## src/rtl/alu_pkg.sv

```systemverilog
// Shared types and helpers for the digit-serial ALU.
package alu_pkg;

   typedef enum logic [1:0] {
      ALU_XOR  = 2'b00,
      ALU_XNOR = 2'b01,
      ALU_ADD  = 2'b10,
      ALU_SUB  = 2'b11
   } alu_op_e;

   typedef enum logic [1:0] {
      IDLE,
      BUSY,
      DONE
   } alu_state_e;

   // Number of digit passes needed to cover one operand.
   function automatic int unsigned alu_num_digits(input int unsigned width,
                                                  input int unsigned digit);
      return width / digit;
   endfunction

endpackage

```

## src/rtl/alu_serial_if.sv

```systemverilog
// Operand/result valid-ready bundle between issuing controller, alu_serial and consumer.
interface alu_serial_if #(
   parameter int unsigned WIDTH = 64
);
   logic             in_valid;
   logic             in_ready;
   logic [WIDTH-1:0] a;
   logic [WIDTH-1:0] b;
   logic             cin;
   logic [1:0]       op;
   logic             out_valid;
   logic             out_ready;
   logic [WIDTH-1:0] s;
   logic             cout;

   // Controller/consumer side.
   modport master (
      output in_valid, a, b, cin, op, out_ready,
      input  in_ready, out_valid, s, cout
   );

   // ALU side.
   modport slave (
      input  in_valid, a, b, cin, op, out_ready,
      output in_ready, out_valid, s, cout
   );
endinterface

```

## src/rtl/alu_digit.sv

```systemverilog
// One DIGIT-wide slice of the ALU; purely combinational, carry chain DIGIT bits deep.
module alu_digit
   import alu_pkg::*;
#(
   parameter int unsigned DIGIT = 8
) (
   input  logic [DIGIT-1:0] a,
   input  logic [DIGIT-1:0] b,
   input  logic             cin,
   input  alu_op_e          op,
   output logic [DIGIT-1:0] s,
   output logic             cout
);

   logic [DIGIT:0] sum;

   // Decode the operation; logic ops never produce a carry.
   always_comb begin
      sum  = '0;
      s    = '0;
      cout = 1'b0;
      unique case (op)
         ALU_XOR:  s = a ^ b;
         ALU_XNOR: s = ~(a ^ b);
         ALU_ADD: begin
            sum  = {1'b0, a} + {1'b0, b} + {{DIGIT{1'b0}}, cin};
            s    = sum[DIGIT-1:0];
            cout = sum[DIGIT];
         end
         ALU_SUB: begin
            sum  = {1'b0, a} + {1'b0, ~b} + {{DIGIT{1'b0}}, cin};
            s    = sum[DIGIT-1:0];
            cout = sum[DIGIT];
         end
      endcase
   end

endmodule

```

## src/rtl/alu_serial.sv

```systemverilog
// Digit-serial xor/xnor/add/sub ALU: DIGIT bits per clock, LSB digit first,
// valid/ready on both sides. Result registers change only when a pass completes.
module alu_serial
   import alu_pkg::*;
#(
   parameter int unsigned WIDTH = 64,
   parameter int unsigned DIGIT = 8
) (
   input logic         clk,
   input logic         rst,
   alu_serial_if.slave bus
);

   localparam int unsigned NumDigits = alu_num_digits(WIDTH, DIGIT);
   localparam int unsigned CntW      = (NumDigits > 1) ? $clog2(NumDigits) : 1;
   localparam logic [CntW-1:0] LastCnt = CntW'(NumDigits - 1);

   if ((WIDTH % DIGIT) != 0) begin : g_bad_digit
      $error("alu_serial: WIDTH must be a multiple of DIGIT");
   end

   alu_state_e       state_q, state_d;
   logic [CntW-1:0]  cnt_q, cnt_d;
   logic             carry_q, carry_d;
   logic [WIDTH-1:0] a_q, a_d;
   logic [WIDTH-1:0] b_q, b_d;
   alu_op_e          op_q, op_d;
   logic [WIDTH-1:0] acc_q, acc_d;
   logic [WIDTH-1:0] s_q, s_d;
   logic             cout_q, cout_d;

   logic [31:0]      digit_base;
   logic [DIGIT-1:0] dig_a, dig_b, dig_s;
   logic             dig_cout;

   assign digit_base = 32'(cnt_q) * DIGIT;
   assign dig_a      = a_q[digit_base +: DIGIT];
   assign dig_b      = b_q[digit_base +: DIGIT];

   alu_digit #(
      .DIGIT(DIGIT)
   ) u_digit (
      .a   (dig_a),
      .b   (dig_b),
      .cin (carry_q),
      .op  (op_q),
      .s   (dig_s),
      .cout(dig_cout)
   );

   // Next-state: capture in IDLE, one digit per cycle in BUSY, wait for consumer in DONE.
   always_comb begin
      state_d = state_q;
      cnt_d   = cnt_q;
      carry_d = carry_q;
      a_d     = a_q;
      b_d     = b_q;
      op_d    = op_q;
      acc_d   = acc_q;
      s_d     = s_q;
      cout_d  = cout_q;
      unique case (state_q)
         IDLE: begin
            if (bus.in_valid) begin
               a_d     = bus.a;
               b_d     = bus.b;
               op_d    = alu_op_e'(bus.op);
               carry_d = bus.cin;
               cnt_d   = '0;
               state_d = BUSY;
            end
         end
         BUSY: begin
            acc_d[digit_base +: DIGIT] = dig_s;
            carry_d = dig_cout;
            if (cnt_q == LastCnt) begin
               // Publish the full result including the digit computed this cycle.
               state_d = DONE;
               cnt_d   = '0;
               s_d     = acc_d;
               cout_d  = ((op_q == ALU_ADD) || (op_q == ALU_SUB)) ? dig_cout : 1'b0;
            end else begin
               cnt_d = cnt_q + CntW'(1);
            end
         end
         DONE: begin
            if (bus.out_ready) begin
               state_d = IDLE;
            end
         end
         default: state_d = IDLE;
      endcase
   end

   // All state; reset aborts any pass and clears the visible result.
   always_ff @(posedge clk or posedge rst) begin
      if (rst) begin
         state_q <= IDLE;
         cnt_q   <= '0;
         carry_q <= 1'b0;
         a_q     <= '0;
         b_q     <= '0;
         op_q    <= ALU_XOR;
         acc_q   <= '0;
         s_q     <= '0;
         cout_q  <= 1'b0;
      end else begin
         state_q <= state_d;
         cnt_q   <= cnt_d;
         carry_q <= carry_d;
         a_q     <= a_d;
         b_q     <= b_d;
         op_q    <= op_d;
         acc_q   <= acc_d;
         s_q     <= s_d;
         cout_q  <= cout_d;
      end
   end

   assign bus.in_ready  = (state_q == IDLE);
   assign bus.out_valid = (state_q == DONE);
   assign bus.s         = s_q;
   assign bus.cout      = cout_q;

endmodule

```

## src/flat_wrapper.sv

```systemverilog
// flat-port wrapper written by rule: the top's interface ports become plain ports
module alu_serial_flat import alu_pkg::*;
#(
   parameter int unsigned WIDTH = 64,
   parameter int unsigned DIGIT = 8
)
  (clk, rst, bus_in_valid, bus_a, bus_b, bus_cin, bus_op, bus_out_ready, bus_in_ready, bus_out_valid, bus_s, bus_cout);
  alu_serial_if #(.WIDTH(WIDTH)) bus_i ();
  input logic clk;
  input logic rst;
  input wire logic [$bits(bus_i.in_valid)-1:0] bus_in_valid;
  input wire logic [$bits(bus_i.a)-1:0] bus_a;
  input wire logic [$bits(bus_i.b)-1:0] bus_b;
  input wire logic [$bits(bus_i.cin)-1:0] bus_cin;
  input wire logic [$bits(bus_i.op)-1:0] bus_op;
  input wire logic [$bits(bus_i.out_ready)-1:0] bus_out_ready;
  output wire logic [$bits(bus_i.in_ready)-1:0] bus_in_ready;
  output wire logic [$bits(bus_i.out_valid)-1:0] bus_out_valid;
  output wire logic [$bits(bus_i.s)-1:0] bus_s;
  output wire logic [$bits(bus_i.cout)-1:0] bus_cout;
  assign bus_i.in_valid = bus_in_valid;
  assign bus_i.a = bus_a;
  assign bus_i.b = bus_b;
  assign bus_i.cin = bus_cin;
  assign bus_i.op = bus_op;
  assign bus_i.out_ready = bus_out_ready;
  assign bus_in_ready = bus_i.in_ready;
  assign bus_out_valid = bus_i.out_valid;
  assign bus_s = bus_i.s;
  assign bus_cout = bus_i.cout;
  alu_serial #(.WIDTH(WIDTH), .DIGIT(DIGIT)) u_core (.clk(clk), .rst(rst), .bus(bus_i));
endmodule
```

## config.mk

```make
export PLATFORM = sky130hd
export DESIGN_NAME = alu_serial_flat
export DESIGN_NICKNAME = d
export VERILOG_FILES = /design/src/rtl/alu_pkg.sv /design/src/rtl/alu_serial_if.sv /design/src/rtl/alu_digit.sv /design/src/rtl/alu_serial.sv /design/src/flat_wrapper.sv
export SDC_FILE = /design/constraint.sdc
export NUM_CORES = 1
export LEC_CHECK = 0
export ABC_AREA = 1
export CORE_UTILIZATION = 49
export CTS_CLUSTER_DIAMETER = 120
export DETAILED_ROUTE_END_ITERATION = 8
export PLACE_DENSITY = 0.77
export SKIP_LAST_GASP = 1
export SYNTH_ARGS = -nofsm -noshare
export SYNTH_HDL_FRONTEND = slang
export SYNTH_SLANG_ARGS = --single-unit
export TNS_END_PERCENT = 100
```

## constraint.sdc

```tcl
create_clock -name clk -period 16.45 [get_ports clk]
set_input_delay 4.1125 -clock clk [delete_from_list [all_inputs] [get_ports clk]]
set_output_delay 4.1125 -clock clk [all_outputs]
set_load 0.005 [all_outputs]
```

==> results.md <==
- Status: complete, no violations
- Die Y: 164.9 um
- Static Leak: 0.007848 uW
- Setup ws final: 9.987 ns
- Number of enable flip-flop cells after synthesis: 0
- Clk sink count: 265
- Worst-Margin Slew: 1.138 ns
- Vias in the first global route: 10,950
- Internal: 1987 uW
- Setup TNS: 0 ns
- Total grt overflow: 0
- Final ANT Viol Nets: 0
- Post-Synth XOR/XNOR Area: 0%
- Num CTS Buffers: 27
- Final setup violation count: 0
- H-tree levels: 1
- Post-Syn Area: 0.01299 mm2
- Final Hold Viols: 0
- Most frequent cell after synthesis: nand2_1
- Arrival @ worst endpoint: 6.83 ns
- Fmax: 0.1547 GHz
- Final critical-path share of the clock period: 39.29%
- Yosys warns: 0
- WL/cell: 15.66 um
- Routability Congestion: 0.8873
- Port Buffers: 201
- HPWL after detailed placement: 22,860 um
- Number of synthesized register bits: 265
- Peak supply drop: 0.1221 mV
- DR vias: 11,690
- Die Area: 0.02718 mm2
- Skew-Pair Late Insertion Delay: 0.55 ns
- P_sw: 1708 uW
- CTS Root Cell: clkbuf_16
- Clk buf depth: 3
- Period minus WS final: 6.463 ns
- Combinational power share: 54.0%
- Initial antenna violation count: 1
- Post-synthesis mux area share: 0%
- Vias per cell: 5.333
- Setup Buffers After CTS: 0
- Drt initial violations: 1,104
- Startpoint Class: input port
- Main synth FF type: dfrtp_1
- Syn_nets: 1,847
- PwrDens: 231.5 mW/mm2
- DR DRC count: 0
- Sequential element share of the synthesized area: 51.03%
- Compound-Gate Fraction of Synth Area: 10.64%
- Post-cts repair resize count: 0
- Layout cells sized above 1: 5.816%
- First-pass GRT wire length: 55,440 um
- 1st-pass router iterations: 5
- Critical path class: input port to register
- Sw frac: 46.22%
- Total of max-cap violations: 0
- Top cell type's share of synthesized area: 51.03%
- Commonest cells in the netlist: nand2_1, dfrtp_1, o21ai_0
- Crit Path Max Fanout: 109
- Area of the multi-input gates: 0.005592 mm2
- Hold Buf Count CTS: 0
- Gr usage total: 25.69%
- Synth Instances: 1,689
- Layout area overhead: 22.85%
- Fin. max-slew vios: 0
- RSZ-0062 raised after global routing: false
- Synth area leader: dfrtp_1
- Sequential share of power: 29.8%
- Fraction of registers with async set/reset: 100.0%
- Num rows: 59
- Post-synthesis simple-gate area fraction: 29.89%
- Worst hold path class: register to register
- Area contributors post-synth: dfrtp_1, nand2_1, o21ai_0
- Clock transition at the registers of the reported paths: 0.06 ns
- Area share of fa/ha/maj cells after synthesis: 2.446%
- Rel. slew slack: 24.05%
- Clk_skew: 0.02135 ns
- Die W: 164.9 um
- Synth unique cells: 39
- Total Wirelength: 34,330 um
- Sequential cell area: 0.006633 mm2
- Largest family of logic cells by synthesized area: simple AND/OR/NAND/NOR gates
- Core ar.: 0.02606 mm2
- Diodes inserted: 0
- Avg Inst Size Synth: 7.694 um2
- Largest net degree at the start of global routing: 118
- Ports: 202
- Layout Nets: 1,996
- DP Worst Slack: 9.505 ns
- Initial core utilization: 49.87%
- Filler cells: 2,263
- Clock Power Share: 16.3%
- Setup crit end kind: register
- CTS tree: yes
- Critical Path RT: 16.82 ns
-- power groups by stage --
stage          registers [uW]  logic [uW]  clock network [uW]
6_report                 1100        1990                 601
5_1_grt                  1130        2250                 634
4_1_cts                  1100        1990                 611
3_5_place_dp             1110        1970                   0
3_3_place_gp             1090        1930                   0
2_1_floorplan            1070        1400                   0
-- flip-flops by register name (all words and copies together), names as in the netlist --
| signal | count |
|---|---|
| u_core.state_q | 2 |
| u_core.a_q | 64 |
| u_core.op_q | 2 |
| u_core.b_q | 64 |
| u_core.bus.cout | 1 |
| u_core.acc_q | 64 |
| u_core.bus.s | 64 |
| u_core.carry_q | 1 |
| u_core.cnt_q | 3 |
-- logic make-up (layout without fill, tap and decap cells) --
logic type	count (synthesis)	count (layout)
flops	265	265
buf+inv	190	358
fa+ha+maj	23	23
compound gates	254	254
simple gates	957	957
-- critical path, stage by stage --
cell	delay [ns]
clkdlybuf4s50_1	0.44
nand2_4	0.07
buf_4	0.82
inv_4	0.44
buf_4	0.54
nand2_1	0.19
o21ai_0	0.11
-- layout make-up --
cell class	count	share of cell area [%]
Inverter	101	2.437
Tap cell	335	2.626
Clock inverter	5	0.3370
Timing Repair Buffer	209	12.98
Clock buffer	43	5.047
Sequential cell	265	41.55
Multi-Input combinational cell	1234	35.03
-- metrics by stage --
step	total power (uW)	utilization, %	instance area [um2]	hold slack, ns	std cells
floorplan	2467	-	13000	0.4417	1689
global placement	3019	57.96	15100	0.4535	2144
detailed placement	3076	57.96	15100	0.4577	2144
CTS	3693	61.26	15960	0.4746	2192
global route	4016	61.26	15960	0.4970	2192
finish	3696	61.26	15960	0.4731	2192
-- cell usage in the layout (no fill, tap or decap), drive strengths merged, types with 17 or more instances in the layout --
master         instances
ha                    19
or2                   17
clkbuf                43
a21oi                 25
nand3                 85
clkdlybuf4s50        201
inv                  101
dfrtp                265
nand2                735
a31oi                 29
o21ai                173
nor2                 109
-- metal layers --
layer	global-route usage (%)	wire length, um	vias up	share of wire (%)
li1	-	-	5662	-
met1	36.59	15390	5514	45
met2	41.21	15950	458	46
met3	3.415	2214	53	6.4
met4	6.881	764	2	2.2
met5	0	12	-	0.035
-- final timing paths --
check                              endpoint  slack (ns)  depth (start not counted)             from
setup reg to reg           u_core.bus.s[50]       11.90                         18  u_core.cnt_q[0]
setup / recovery             u_core.b_q[13]        9.99                          7     bus_in_valid
hold / removal                u_core.b_q[0]        0.47                          2    u_core.b_q[0]
min in group asynchronous  u_core.bus.s[25]        4.14                          2              rst
max in group asynchronous   u_core.cnt_q[0]       10.78                          3              rst
hold reg to reg               u_core.b_q[0]        0.47                          2    u_core.b_q[0]
Note: power is estimated with default switching activity, not from simulation.
